### config.mk
export PLATFORM = sky130hd
export DESIGN_NAME = axi_packet_rr_arbiter
export DESIGN_NICKNAME = d
export VERILOG_FILES = /design/src/rtl/axi_arb_pkg.sv /design/src/rtl/rr_priority_picker.sv /design/src/rtl/axi_packet_rr_arbiter.sv
export SDC_FILE = /design/constraint.sdc
export NUM_CORES = 1
export LEC_CHECK = 0
export ABC_CLOCK_PERIOD_IN_PS = 2840
export CORE_AREA = 4 4 258 260
export CTS_CLUSTER_DIAMETER = 60
export DETAILED_ROUTE_END_ITERATION = 8
export DIE_AREA = 0 0 262 264
export GPL_TIMING_DRIVEN = 0
export SLEW_MARGIN = 5
export SYNTH_ARGS = -nofsm -noshare
export SYNTH_HDL_FRONTEND = slang
export SYNTH_HIERARCHICAL = 1
export SYNTH_SLANG_ARGS = --single-unit
### constraint.sdc
create_clock -name clock -period 2.84 [get_ports clock]
set_clock_uncertainty 0.2 [all_clocks]
set_input_delay 0.568 -clock clock [delete_from_list [all_inputs] [get_ports clock]]
set_output_delay 0.568 -clock clock [all_outputs]
set_load 0.005 [all_outputs]
### src/rtl/axi_arb_pkg.sv
// Shared state type and constants for the packet round-robin arbiter.
package axi_arb_pkg;

    typedef enum logic {
        IDLE,
        LOCK
    } arb_state_t;

    localparam int NUM_CH_DEF     = 4;
    localparam int DATA_WIDTH_DEF = 128;
    localparam int CH_W_DEF       = $clog2(NUM_CH_DEF);

    // Adder output channels mapped onto arbiter source indices
    localparam int CH00 = 0;
    localparam int CH01 = 1;
    localparam int CH20 = 2;
    localparam int CH21 = 3;

endpackage

### src/rtl/rr_priority_picker.sv
// Combinational round-robin picker: first requesting index above last_grant, wrapping.
module rr_priority_picker #(
    parameter int NUM_CH = 4,
    parameter int CH_W   = 2
) (
    input  logic [NUM_CH-1:0] req,
    input  logic [CH_W-1:0]   last_grant,
    output logic [CH_W-1:0]   next_idx,
    output logic              any_req
);

    logic            found;
    int              pos;
    logic [CH_W-1:0] cand;

    // Offset k=NUM_CH revisits last_grant itself, so a lone requester always wins
    always_comb begin
        next_idx = '0;
        found    = 1'b0;
        pos      = 0;
        cand     = '0;
        for (int k = 1; k <= NUM_CH; k++) begin
            pos  = (int'(last_grant) + k) % NUM_CH;
            cand = CH_W'(pos);
            if (!found && req[cand]) begin
                found    = 1'b1;
                next_idx = cand;
            end
        end
    end

    assign any_req = |req;

endmodule

### src/rtl/axi_packet_rr_arbiter.sv
// Packet-granular round-robin arbiter merging NUM_CH streams into one channel-tagged stream.
// Optional macro ARB_TIMEOUT_EN: force release of a grant whose source stalls mid-packet.
module axi_packet_rr_arbiter
    import axi_arb_pkg::*;
#(
    parameter int NUM_CH         = NUM_CH_DEF,
    parameter int DATA_WIDTH     = DATA_WIDTH_DEF,
    parameter int CH_W           = $clog2(NUM_CH),
    parameter int TIMEOUT_CYCLES = 256
) (
    input  logic                         clock,
    input  logic                         reset,
    input  logic [NUM_CH-1:0]            s_valid,
    output logic [NUM_CH-1:0]            s_ready,
    input  logic [NUM_CH*DATA_WIDTH-1:0] s_data,
    input  logic [NUM_CH-1:0]            s_last,
    output logic                         m_valid,
    input  logic                         m_ready,
    output logic [DATA_WIDTH-1:0]        m_data,
    output logic                         m_last,
    output logic [CH_W-1:0]              m_chan,
    output logic                         busy,
    output logic                         timeout_err
);

    arb_state_t      state;
    logic [CH_W-1:0] grant;
    logic [CH_W-1:0] last_grant;
    logic [CH_W-1:0] next_grant;
    logic            any_req;
    logic            grant_ready;
    logic            accept;
    logic            stall_expired;

    rr_priority_picker #(
        .NUM_CH (NUM_CH),
        .CH_W   (CH_W)
    ) u_picker (
        .req        (s_valid),
        .last_grant (last_grant),
        .next_idx   (next_grant),
        .any_req    (any_req)
    );

    assign grant_ready = (state == LOCK) && (!m_valid || m_ready);
    assign accept      = s_valid[grant] && grant_ready;
    assign busy        = (state == LOCK);

    always_comb begin
        s_ready        = '0;
        s_ready[grant] = grant_ready;
    end

`ifdef ARB_TIMEOUT_EN
    localparam int STALL_W = (TIMEOUT_CYCLES > 1) ? $clog2(TIMEOUT_CYCLES) : 1;

    logic [STALL_W-1:0] stall_cnt;

    assign stall_expired = (state == LOCK) && !s_valid[grant]
                         && (stall_cnt == STALL_W'(TIMEOUT_CYCLES - 1));

    always_ff @(posedge clock) begin
        if (reset) begin
            stall_cnt   <= '0;
            timeout_err <= 1'b0;
        end else begin
            timeout_err <= stall_expired;
            if ((state != LOCK) || s_valid[grant] || stall_expired)
                stall_cnt <= '0;
            else
                stall_cnt <= stall_cnt + 1'b1;
        end
    end
`else
    logic unused_timeout_cfg;

    assign unused_timeout_cfg = (TIMEOUT_CYCLES == 0);
    assign stall_expired      = 1'b0;
    assign timeout_err        = 1'b0;
`endif

    // Output fields are only rewritten on accept, so they stay stable while downstream stalls
    always_ff @(posedge clock) begin
        if (reset) begin
            state      <= IDLE;
            grant      <= '0;
            last_grant <= CH_W'(NUM_CH - 1);
            m_valid    <= 1'b0;
            m_data     <= '0;
            m_last     <= 1'b0;
            m_chan     <= '0;
        end else begin
            if (m_valid && m_ready)
                m_valid <= 1'b0;
            case (state)
                IDLE: begin
                    if (any_req) begin
                        grant <= next_grant;
                        state <= LOCK;
                    end
                end
                LOCK: begin
                    if (accept) begin
                        m_valid <= 1'b1;
                        m_data  <= s_data[grant*DATA_WIDTH +: DATA_WIDTH];
                        m_last  <= s_last[grant];
                        m_chan  <= grant;
                        if (s_last[grant]) begin
                            last_grant <= grant;
                            state      <= IDLE;
                        end
                    end else if (stall_expired) begin
                        last_grant <= grant;
                        state      <= IDLE;
                    end
                end
                default: state <= IDLE;
            endcase
        end
    end

endmodule

==> results.sh <==
export IMPL_fin_crit_ns=2.67
export IMPL_layout_commonest_cell="clkdlybuf4s50_1"
export IMPL_synth_area_top_cells="mux4_2, dfxtp_1, a31o_1"
export IMPL_pin_count=661
export IMPL_synth_top_area_cell="mux4_2"
export IMPL_grtUsageTotal_pct=16.0
export IMPL_cts_root_buf="clkbuf_16"
export IMPL_worstHoldStart="m_data[41]"
export IMPL_seq_area_frac_synth_pct=28.4
export IMPL_path_common_cell="buf_2"
export IMPL_cts_sinks=137
export IMPL_start_kind="primary input"
export IMPL_cts_buffers=17
export IMPL_final_nets=2162
export IMPL_arrival_ns=2.88
export IMPL_cts_tree="built"
export IMPL_final_setup_tns_ns=0
export IMPL_die_width_um=262
export IMPL_drive_gt1_share_pct=13.4
export IMPL_fin_ws_ns=0.166
export IMPL_ff2ff_path_depth=4
export IMPL_syn_num_nets=1489
export IMPL_end_kind="flip-flop"
export IMPL_clk_latency_ns=0.48
export IMPL_areaGrowthSynthToFinish_pct=85.9
export IMPL_grt_setup_unrepaired="false"
export IMPL_min_path_type="reg2reg"
export IMPL_maxCapViolCount=0
export IMPL_netlist_area_leader_share_pct=30.3
export IMPL_ys_seq_elements=137
export IMPL_die_h_um=264
export IMPL_grt_start_max_net_pins=20
export IMPL_gp_congestion=0.920
export IMPL_setup_violations=0
export IMPL_required_ns=3.05
export IMPL_drt_pass1_iterations=5
export IMPL_dpl_hpwl_mm=48.1
export IMPL_grt_pass1_vias=11700
export IMPL_start_util_pct=15.1
export IMPL_worst_slew_pin_slew_ns=1.15
export IMPL_viasPerCell=4.48
export IMPL_status="completed"
export IMPL_fp_coreArea_um2=64100
export IMPL_clockBufferDepth=2
export IMPL_grt_pass1_wl_mm=80.1
export IMPL_place_ws_ns=-1.15
export IMPL_antenna_found_initial=10
export IMPL_n_fill_cell=6660
export IMPL_clkTransAtPathRegs_ns=0.07
export IMPL_postPlaceCellArea_um2=17300
export IMPL_crit_path_cell_trace="clkdlybuf4s50_1 > mux4_2 > buf_2 > clkbuf_4 > buf_2 > nand4_1 > a21oi_1"
export IMPL_fmax_mhz=374
export IMPL_synth_area_per_cell_um2=10.0
export IMPL_slowest_stage="clkdlybuf4s50_1"
export IMPL_grt_overflow=0
export IMPL_reg2reg_to="m_data[54]"
export IMPL_r2r_start="busy"
export IMPL_syn_inst=966
export IMPL_hold_viol_final=0
export IMPL_cts_max_level=4
export IMPL_ant_nets=0
export IMPL_synth_edf_count=0
export IMPL_drcViolationCount=0
export IMPL_power_density_nw_per_um2=406
export IMPL_async_flop_share_pct=0
export IMPL_netlist_area_um2=9660
export IMPL_io_buffers=658
export IMPL_routed_wl_mm=58.2
export IMPL_cpLargestDelayFamily="buffers and inverters"
export IMPL_min_path_cells=3
export IMPL_vias=11300
export IMPL_p_leak_uw=0.00581
export IMPL_relSlewSlack_pct=23.1
export IMPL_stdcell_area_um2=18000
export IMPL_row_count=93
export IMPL_hold_buffers=0
export IMPL_synth_ff_type="dfxtp_1"
export IMPL_avgRoutedWirePerCell_um=23.2
export IMPL_cp_num_buf_inv=4
export IMPL_floorplan_die_area_um2=69200
export IMPL_layout_common_cells="clkdlybuf4s50_1, dfxtp_1, a21oi_1, inv_1"
export IMPL_hold_end="m_data[41]"
export IMPL_synth_distinct_cells=25
export IMPL_crit_type="in2reg"
export IMPL_stdcell_count=2513
export IMPL_yosys_warnings=6
export IMPL_drv_slew=0
export IMPL_drt_iter0_markers=731
export IMPL_final_core_util_pct=28.0
export IMPL_peakVddDrop_mv=0.376
export IMPL_r2r_slack_ns=0.40
export IMPL_crit_path_max_fanout=10
export IMPL_period_share_pct=94.2
export IMPL_cpPeakStageDelay_ns=0.58
export IMPL_dp_cells=2479
-- cells by family after synthesis --
family | share of synthesized area [%]
compound gates | 19.4
buf+inv | 11.7
simple gates | 9.59
flops | 28.4
mux | 30.9
other cells | 0.0388
-- worst max path at each step --
stage | slack (ns) | from | end | depth (start not counted)
2_1_floorplan | 0.54 | m_ready | s_ready[0] | 6
3_3_place_gp | -1.14 | m_ready | s_ready[3] | 8
3_5_place_dp | -1.15 | m_ready | s_ready[1] | 8
4_1_cts | 0.007 | m_ready | s_ready[3] | 6
5_1_grt | 0.04 | s_valid[3] | m_data[65] | 7
6_report | 0.17 | s_valid[3] | m_data[62] | 7
-- layout make-up --
class / count / area [µm²] / share of cell area [%]
multi-input cells: 561 / 5800 / 32.3
diodes: 6 / 15.0 / 0.0836
plain buffers: 129 / 678 / 3.78
clock inverters: 15 / 131 / 0.731
well taps: 855 / 1070 / 5.96
clock buffers: 17 / 425 / 2.37
inverters: 133 / 499 / 2.78
repair buffers: 660 / 6600 / 36.7
flip-flops and latches: 137 / 2740 / 15.3
-- timing repair --
item                       4_1_cts  5_1_grt
hold endpoints to repair         0        0
setup buffers                    2        0
pin swaps                        1        0
setup endpoints to repair       16       39
resized for setup               23        2
-- sequential cells by signal, summed over array words and instances (netlist names) --
name        cells
m_data        128
grant           2
last_grant      2
m_chan          2
busy            1
m_last          1
m_valid         1
-- where the power goes --
group | leakage, µW | internal [µW] | switching [µW]
sequential | 0.00112 | 2090 | 108
clock | 0.000271 | 1140 | 1060
combinational | 0.00442 | 1630 | 1260
-- per-stage QoR --
stage / hold WS (ns) / power [µW]
floorplan: 0.320 / 3500
global placement: 0.320 / 5100
detailed placement: 0.324 / 5130
CTS: 0.335 / 7420
global route: 0.359 / 7640
finish: 0.332 / 7280
-- per-layer routing --
layer | track usage (%) | wire (µm) | vias up
li1 | - | - | 5092
met1 | 19.5 | 23700 | 5604
met2 | 27.0 | 28700 | 483
met3 | 3.75 | 3840 | 80
met4 | 6.83 | 1930 | 2
met5 | 0 | 12 | -
-- cell usage after synthesis (5+ instances only) --
library cell	count
nand2_1	5
inv_1	133
clkbuf_1	78
mux2i_1	5
mux4_2	130
buf_6	6
buf_1	7
nand4_1	131
buf_4	8
nor2_1	8
a31o_1	131
a21oi_1	135
dfxtp_1	137
buf_2	36
-- worst register-to-register path: stages (launching register included) --
cell and delay (ns):
dfxtp_2 0.44, clkbuf_1 0.88, clkbuf_1 0.50, a31o_1 0.21
a21oi_1 0.06
Note: power is estimated with default switching activity, not from simulation.
